### src/rtl/imem_loader.sv
// Byte-stream loader for the instruction RAM: assembles little-endian words and writes them at incrementing addresses.
// Optional running byte checksum output enabled by defining LOADER_CHECKSUM_EN.
module imem_loader #(
    parameter int unsigned ADDR_W = 5
) (
    input  logic              clk,
    input  logic              reset,
    input  logic              start,
    input  logic [ADDR_W:0]   num_words,
    input  logic [7:0]        byte_in,
    input  logic              byte_valid,
    output logic              byte_ready,
    output logic              wr_en,
    output logic [ADDR_W-1:0] wr_addr,
    output logic [31:0]       wr_data,
    output logic              cpu_hold,
    output logic              done,
    output logic [ADDR_W:0]   word_count
`ifdef LOADER_CHECKSUM_EN
    ,
    output logic [7:0]        checksum
`endif
);

    localparam int unsigned DEPTH = 2 ** ADDR_W;
    localparam int unsigned CNT_W = ADDR_W + 1;

    localparam logic [1:0] S_IDLE    = 2'd0;
    localparam logic [1:0] S_COLLECT = 2'd1;
    localparam logic [1:0] S_WRITE   = 2'd2;
    localparam logic [1:0] S_DONE    = 2'd3;

    logic [1:0]        state_q, state_d;
    logic [CNT_W-1:0]  target_q, target_d;
    logic [CNT_W-1:0]  count_q, count_d;
    logic [ADDR_W-1:0] addr_q, addr_d;
    logic [31:0]       data_q, data_d;
    logic [1:0]        idx_q, idx_d;
    logic              byte_ready_q, byte_ready_d;
    logic              wr_en_q, wr_en_d;
    logic              cpu_hold_q, cpu_hold_d;
    logic              done_q, done_d;
    logic [CNT_W-1:0]  target_clamp;
`ifdef LOADER_CHECKSUM_EN
    logic [7:0]        checksum_q, checksum_d;
`endif

    // Requests beyond the memory size are clamped so the address never wraps.
    assign target_clamp = (num_words > CNT_W'(DEPTH)) ? CNT_W'(DEPTH) : num_words;

    // Next-state and registered-output logic.
    always_comb begin
        state_d  = state_q;
        target_d = target_q;
        count_d  = count_q;
        addr_d   = addr_q;
        data_d   = data_q;
        idx_d    = idx_q;
`ifdef LOADER_CHECKSUM_EN
        checksum_d = checksum_q;
`endif
        case (state_q)
            S_IDLE, S_DONE: begin
                if (start) begin
                    target_d = target_clamp;
                    count_d  = '0;
                    addr_d   = '0;
                    idx_d    = '0;
`ifdef LOADER_CHECKSUM_EN
                    checksum_d = '0;
`endif
                    state_d  = (target_clamp == '0) ? S_DONE : S_COLLECT;
                end
            end
            S_COLLECT: begin
                if (byte_valid && byte_ready_q) begin
                    data_d[{idx_q, 3'b000} +: 8] = byte_in;
                    idx_d = idx_q + 2'd1;
`ifdef LOADER_CHECKSUM_EN
                    checksum_d = checksum_q + byte_in;
`endif
                    if (idx_q == 2'd3) begin
                        state_d = S_WRITE;
                    end
                end
            end
            S_WRITE: begin
                count_d = count_q + CNT_W'(1);
                idx_d   = '0;
                if ((count_q + CNT_W'(1)) == target_q) begin
                    state_d = S_DONE;
                end else begin
                    addr_d  = addr_q + ADDR_W'(1);
                    state_d = S_COLLECT;
                end
            end
            default: state_d = S_IDLE;
        endcase

        byte_ready_d = (state_d == S_COLLECT);
        wr_en_d      = (state_d == S_WRITE);
        cpu_hold_d   = (state_d == S_COLLECT) || (state_d == S_WRITE);
        done_d       = (state_d == S_DONE);
    end

    always_ff @(posedge clk) begin
        if (reset) begin
            state_q      <= S_IDLE;
            target_q     <= '0;
            count_q      <= '0;
            addr_q       <= '0;
            data_q       <= '0;
            idx_q        <= '0;
            byte_ready_q <= 1'b0;
            wr_en_q      <= 1'b0;
            cpu_hold_q   <= 1'b0;
            done_q       <= 1'b0;
`ifdef LOADER_CHECKSUM_EN
            checksum_q   <= '0;
`endif
        end else begin
            state_q      <= state_d;
            target_q     <= target_d;
            count_q      <= count_d;
            addr_q       <= addr_d;
            data_q       <= data_d;
            idx_q        <= idx_d;
            byte_ready_q <= byte_ready_d;
            wr_en_q      <= wr_en_d;
            cpu_hold_q   <= cpu_hold_d;
            done_q       <= done_d;
`ifdef LOADER_CHECKSUM_EN
            checksum_q   <= checksum_d;
`endif
        end
    end

    assign byte_ready = byte_ready_q;
    assign wr_en      = wr_en_q;
    assign wr_addr    = addr_q;
    assign wr_data    = data_q;
    assign cpu_hold   = cpu_hold_q;
    assign done       = done_q;
    assign word_count = count_q;
`ifdef LOADER_CHECKSUM_EN
    assign checksum   = checksum_q;
`endif

endmodule

### config.mk
export PLATFORM = sky130hd
export DESIGN_NAME = imem_loader
export DESIGN_NICKNAME = d
export VERILOG_FILES = /design/src/rtl/imem_loader.sv
export SDC_FILE = /design/constraint.sdc
export NUM_CORES = 1
export LEC_CHECK = 0
export ABC_AREA = 1
export CORE_MARGIN = 8
export CORE_UTILIZATION = 48
export CTS_BUF_LIST = sky130_fd_sc_hd__clkbuf_2
export DETAILED_ROUTE_END_ITERATION = 10
export PLACE_DENSITY = 0.88
export SYNTH_ARGS = -nofsm -noshare
export SYNTH_HDL_FRONTEND = slang
export SYNTH_SLANG_ARGS = --single-unit
### constraint.sdc
create_clock -name clk -period 2.8 [get_ports clk]
set_clock_uncertainty 0.2 [all_clocks]
set_input_delay 0.28 -clock clk [delete_from_list [all_inputs] [get_ports clk]]
set_output_delay 0.28 -clock clk [all_outputs]
set_load 0.01 [all_outputs]
# [Word-level counts from Yosys, hierarchy flattened]
# Cells that the tools add are included.
[op_classes] n_eq_ne=11 addsub=4 n_shift=2 mux=16 magnitude_cmp=1 n_reduce_logical=11
[ops] cell="bitwise mux 32 bit" count=1
[ops] cell="variable shift 8 x 7 -> 32 bit (first input constant)" count=1
[ops] cell="variable part select 8 x 7 -> 32 bit" count=1
[ops] cell="2-to-1 mux 2 bit" count=7
[ops] cell="2-to-1 mux 6 bit" count=2
[ops] cell="one-hot mux 2 bit (3 select lines)" count=2
[ops] cell="one-hot mux 6 bit (2 select lines)" count=1
[ops] cell="equality test 2 bit (second input constant)" count=5
[ops] cell="2-to-1 mux 5 bit" count=2
[ops] cell="one-hot mux 5 bit (2 select lines)" count=1
[ops] cell="AND reduction 2 bit" count=4
[ops] cell="negator 5 -> 7 bit" count=1
[ops] cell="adder 6 x 1 -> 6 bit (second input constant)" count=1
[ops] cell="equality test 6 bit" count=1
[ops] cell="> comparator 6 bit (second input constant)" count=1
[ops] cell="logical NOT 6 bit" count=1
[ops] cell="!= test 2 bit (second input constant)" count=3
[ops] cell="adder 5 x 1 -> 5 bit (second input constant)" count=1
[ops] cell="equality test 2 x 1 -> 1 bit (second input constant)" count=2
[ops] cell="AND reduction 3 bit" count=1
[ops] cell="adder 2 x 1 -> 2 bit (second input constant)" count=1
[ops] cell="logical NOT 2 bit" count=1
[ops] cell="nonzero test 2 bit" count=1
[ops] cell="OR reduction 2 bit" count=1
[ops] cell="other kinds (2)" count=2
[totals] ff_bits=57 input_bits=18

# [Longest topological paths before layout]
[depth] ltp_word=8 ltp_mapped=17 depth_no_buf=17

# [Least setup slack after synthesis]
# OpenSTA, ideal clock, no wires.
[synth_timing] path_type="flip-flop to flip-flop" from="reg count_q[0], in the netlist word_count[0]" to="reg cpu_hold_q, in the netlist cpu_hold" setup_slack_ns=0.628 period_less_slack_ns=2.172 path_buffers=0 setup_ns=0.067 t_arrival_ns=1.905 stages_incl_launch_ff=17 path_cell_list="dfxtp_1 > ha_1 > inv_1 > nand2_1 > nand2_1 > nand2_1 > nand2_1 > inv_1 > nand2_1 > nor2_4 > nand3_4 > nand2_2 > nand2_2 > nand2_2 > inv_2 > ha_1 > nor2_1"
[synth_between] elab_chain_len=6
[synth_lines] item="start, declared" line_no="35" source="logic [CNT_W-1:0] count_q, count_d;"
[synth_lines] item="start signal, assigned" line_no="124" source="count_q <= count_d;"
[synth_lines] item="adder 6 x 1 -> 6 bit *" line_no="90" source="if ((count_q + CNT_W'(1)) == target_q) begin"
[synth_lines] item="equality test 6 bit *" line_no="90"
[synth_lines] item="2-to-1 mux 2 bit *" line_no="90"
[synth_lines] item="one-hot mux 2 bit (3 select lines) *" line_no="62" source="case (state_q)"
[synth_lines] item="via state_d[1]" line_no="33" source="logic [1:0] state_q, state_d;"
[synth_lines] item="equality test 2 x 1 -> 1 bit / equality test 2 bit (equally long branches)" line_no="102" source="cpu_hold_d = (state_d == S_COLLECT) || (state_d == S_WRITE);"
[synth_lines] item="logical OR 1 bit *" line_no="102"
[synth_lines] item="end signal, assigned" line_no="130" source="cpu_hold_q <= cpu_hold_d;"
[synth_lines] item="end, declared" line_no="41" source="logic cpu_hold_q, cpu_hold_d;"
# The timed path passes the listed nets; every way through them passes the cells marked *.
# A chain may end at the register's enable or synchronous reset.

# [Final worst setup path]
# Ends and elaborated chain as after synthesis.

==> flow_metrics.env <==
export IMPL_async_flop_share_pct=0
export IMPL_holdWs_ps=267
export IMPL_slew_headroom_pct=67.7
export IMPL_setup_viol=0
export IMPL_cp_arrival_ps=2540
export IMPL_crit_type="reg -> reg"
export IMPL_swShare_pct=24.3
export IMPL_multiInputGateArea_um2=1320
export IMPL_max_cap_viol_count=0
export IMPL_worstPathMaxFanout=9
export IMPL_pre_cts_slack_ps=498
export IMPL_gp_congestion=0.891
export IMPL_post_route_period_util_pct=83.1
export IMPL_track_usage_pct=16.5
export IMPL_cts_setup_buffers=0
export IMPL_drv_slew=0
export IMPL_drtPass1Iterations=5
export IMPL_drt_first_iter_violations=153
export IMPL_antenna_found_initial=0
export IMPL_grt_max_degree=29
export IMPL_area_growth_syn_to_layout_pct=32.9
export IMPL_clkLatencyLatePin_ps=470
export IMPL_endpoint_kind="flip-flop"
export IMPL_n_antenna_cell=0
export IMPL_postSynthNetCount=385
export IMPL_fillers=464
export IMPL_postCtsResizedCells=0
export IMPL_p_leak_nw=1.32
export IMPL_p_seq_share_pct=49.6
export IMPL_clk_pin_slew_ps=150
export IMPL_first_global_vias=2362
export IMPL_pin_count=65
export IMPL_combPwrFrac_pct=9.4
export IMPL_power_density_nw_per_um2=479
export IMPL_fin_nets=454
export IMPL_cp_top_family="simple AND/OR/NAND/NOR gates"
export IMPL_fin_ws_ps=472
export IMPL_place_hpwl_mm=4.97
export IMPL_crit_slowest_cell="dfxtp_1"
export IMPL_critPathBufInv=3
export IMPL_ys_types=31
export IMPL_cts_tree="done"
export IMPL_ys_flop_type="dfxtp_1"
export IMPL_p_sw_mw=0.412
export IMPL_die_w_um=90.4
export IMPL_hp_class="in -> reg"
export IMPL_status="finished clean"
export IMPL_ant_nets=0
export IMPL_htreeDepth=3
export IMPL_crit_path_start_kind="flip-flop"
export IMPL_seqCellArea_um2=1140
export IMPL_port_buffers=64
export IMPL_min_period_ps=2330
export IMPL_holdBufCountCts=0
export IMPL_row_count=27
export IMPL_fin_cells=500
export IMPL_synth_edff_count=0
export IMPL_p_clk_share_pct=41.0
export IMPL_layout_drive_gt1_share_pct=8.41
export IMPL_worstPathRequired_ps=3010
export IMPL_syn_inst=354
export IMPL_drc=0
export IMPL_clock_sinks=57
export IMPL_cts_buffers=9
export IMPL_yosys_warnings=0
export IMPL_avgViaCountPerCell=5.16
export IMPL_rsz0062_at_grt="no"
export IMPL_postSynthAreaPerCell_um2=7.50
export IMPL_p_int_mw=1.28
export IMPL_wl_per_cell_um=13.4
export IMPL_worst_pin_slew_ps=482
export IMPL_synth_ff_latch_count=57
export IMPL_dp_cells=484
export IMPL_hold_viol=0
export IMPL_start_util_pct=48.8
export IMPL_vias=2581
export IMPL_core_region_area_um2=5440
export IMPL_vdd_ir_drop_max_uv=434
export IMPL_seq_area_frac_synth_pct=43.0
export IMPL_clk_path_buf_depth=2
export IMPL_syn_area_um2=2660
export IMPL_routed_wirelength_mm=6.69
export IMPL_fmax_ghz=0.430
export IMPL_setup_tns_ps=0
export IMPL_die_y_um=90.4
export IMPL_overflow=0
export IMPL_cpMostUsedCell="nand2_1"
export IMPL_grt_pass1_wl_mm=11.2
export IMPL_critical_path_max_stage_delay_ps=510
export IMPL_die_area_um2=8170
export IMPL_path_cells="ha_1 > inv_1 > nand2_1 > nand2_1 > nand2_1 > nand2_1 > inv_1 > nand2_1 > nor2_4 > nand3_4 > nand2_2 > nand2_2 > nand2_2 > inv_2 > ha_1 > nor2_1"
export IMPL_root_buffer="clkbuf_2"
## power by group through the flow
| stage | combinational, mW | clock (mW) | sequential (mW) |
|---|---|---|---|
| after floorplan | 0.0793 | 0 | 0.858 |
| after global placement | 0.153 | 0 | 0.856 |
| after detailed placement | 0.156 | 0 | 0.856 |
| after CTS | 0.158 | 0.697 | 0.839 |
| after global routing | 0.176 | 0.739 | 0.842 |
| final | 0.159 | 0.693 | 0.839 |
## per-stage QoR
stage / util [%] / total power, mW / cell area, um^2
after global placement: 62.0 / 1.01 / 3370
after CTS: 64.9 / 1.69 / 3530
final: 64.9 / 1.69 / 3530
after global routing: 64.9 / 1.76 / 3530
after floorplan: - / 0.938 / 2660
after detailed placement: 62.0 / 1.01 / 3370
## logic make-up (layout without fill, tap and decap cells)
group | count (synthesis) | after routing | synth area share, %
DFF | 57 | 57 | 43.0
AOI/OAI and AO/OA | 66 | 66 | 14.0
and+or+nand+nor | 166 | 166 | 28.7
adders and majority gates | 13 | 13 | 6.13
buffers and inverters | 49 | 123 | 7.16
xor gates and xnor gates | 3 | 3 | 0.990
## path summary, 6_finish.rpt
check	start	to	slack, ps	cells after the start
worst max register to register	word_count[0]	cpu_hold	470	16
worst min register to register	wr_data[21]	wr_data[21]	280	2
worst max-delay path	word_count[0]	cpu_hold	470	16
worst min-delay path	num_words[1]	target_q[1]	270	3
## layout make-up
cell class	count	share of cell area [%]
clock inverter	6	3.01
inverter	39	4.15
tap	72	2.55
sequential	57	32.3
clock buffer	10	1.42
timing repair buffer	68	19.0
multi-input combinational	248	37.5
## layout by cell type, fill, tap and decap left out, types with 2 or more instances in the layout
cell and count:
nand4_1 14, clkdlybuf4s50_1 64, a211oi_1 6, nor2_1 33, a22oi_1 4, nand2_2 4, clkbuf_2 10, nor3_1 3
dfxtp_1 57, xor2_1 2, buf_4 4, o21ai_0 11, inv_1 37, ha_1 13, nand2_1 71, bufinv_16 3
inv_2 2, a21oi_2 4, nand3_1 33, a21oi_1 39
## worst register-to-register path: stages (launching register included)
cell and delay (ps):
dfxtp_1 510, ha_1 260, inv_1 60, nand2_1 100
nand2_1 60, nand2_1 50, nand2_1 40, inv_1 40
nand2_1 70, nor2_4 100, nand3_4 140, nand2_2 90
nand2_2 60, nand2_2 90, inv_2 30, ha_1 270
nor2_1 90
## registers in the layout, indices dropped and copies added, names as in the netlist
register	flops
byte_ready	1
cpu_hold	1
done	1
idx_q	2
state_q	2
target_q	6
word_count	6
wr_addr	5
wr_data	32
wr_en	1
## cell usage after synthesis (all sizes together) (2+ instances only)
master / number / area, um^2
buf: 4 / 21.3
o21ai: 12 / 60.1
nand2: 76 / 303
xor2: 2 / 17.5
ha: 13 / 163
a211oi: 6 / 45.0
nor2: 35 / 141
clkbuf: 6 / 22.5
a21oi: 43 / 230
a22oi: 4 / 30.0
nand4: 14 / 87.6
nand3: 35 / 193
nor3: 4 / 25.0
dfxtp: 57 / 1140
inv: 39 / 146
## routing by layer
layer | GRT usage [%] | wire [um]
met1 | 20.5 | 3100
met2 | 25.6 | 3100
met3 | 3.99 | 332
met4 | 8.88 | 157
met5 | 0 | 0
Note: power is estimated with default switching activity, not from simulation.
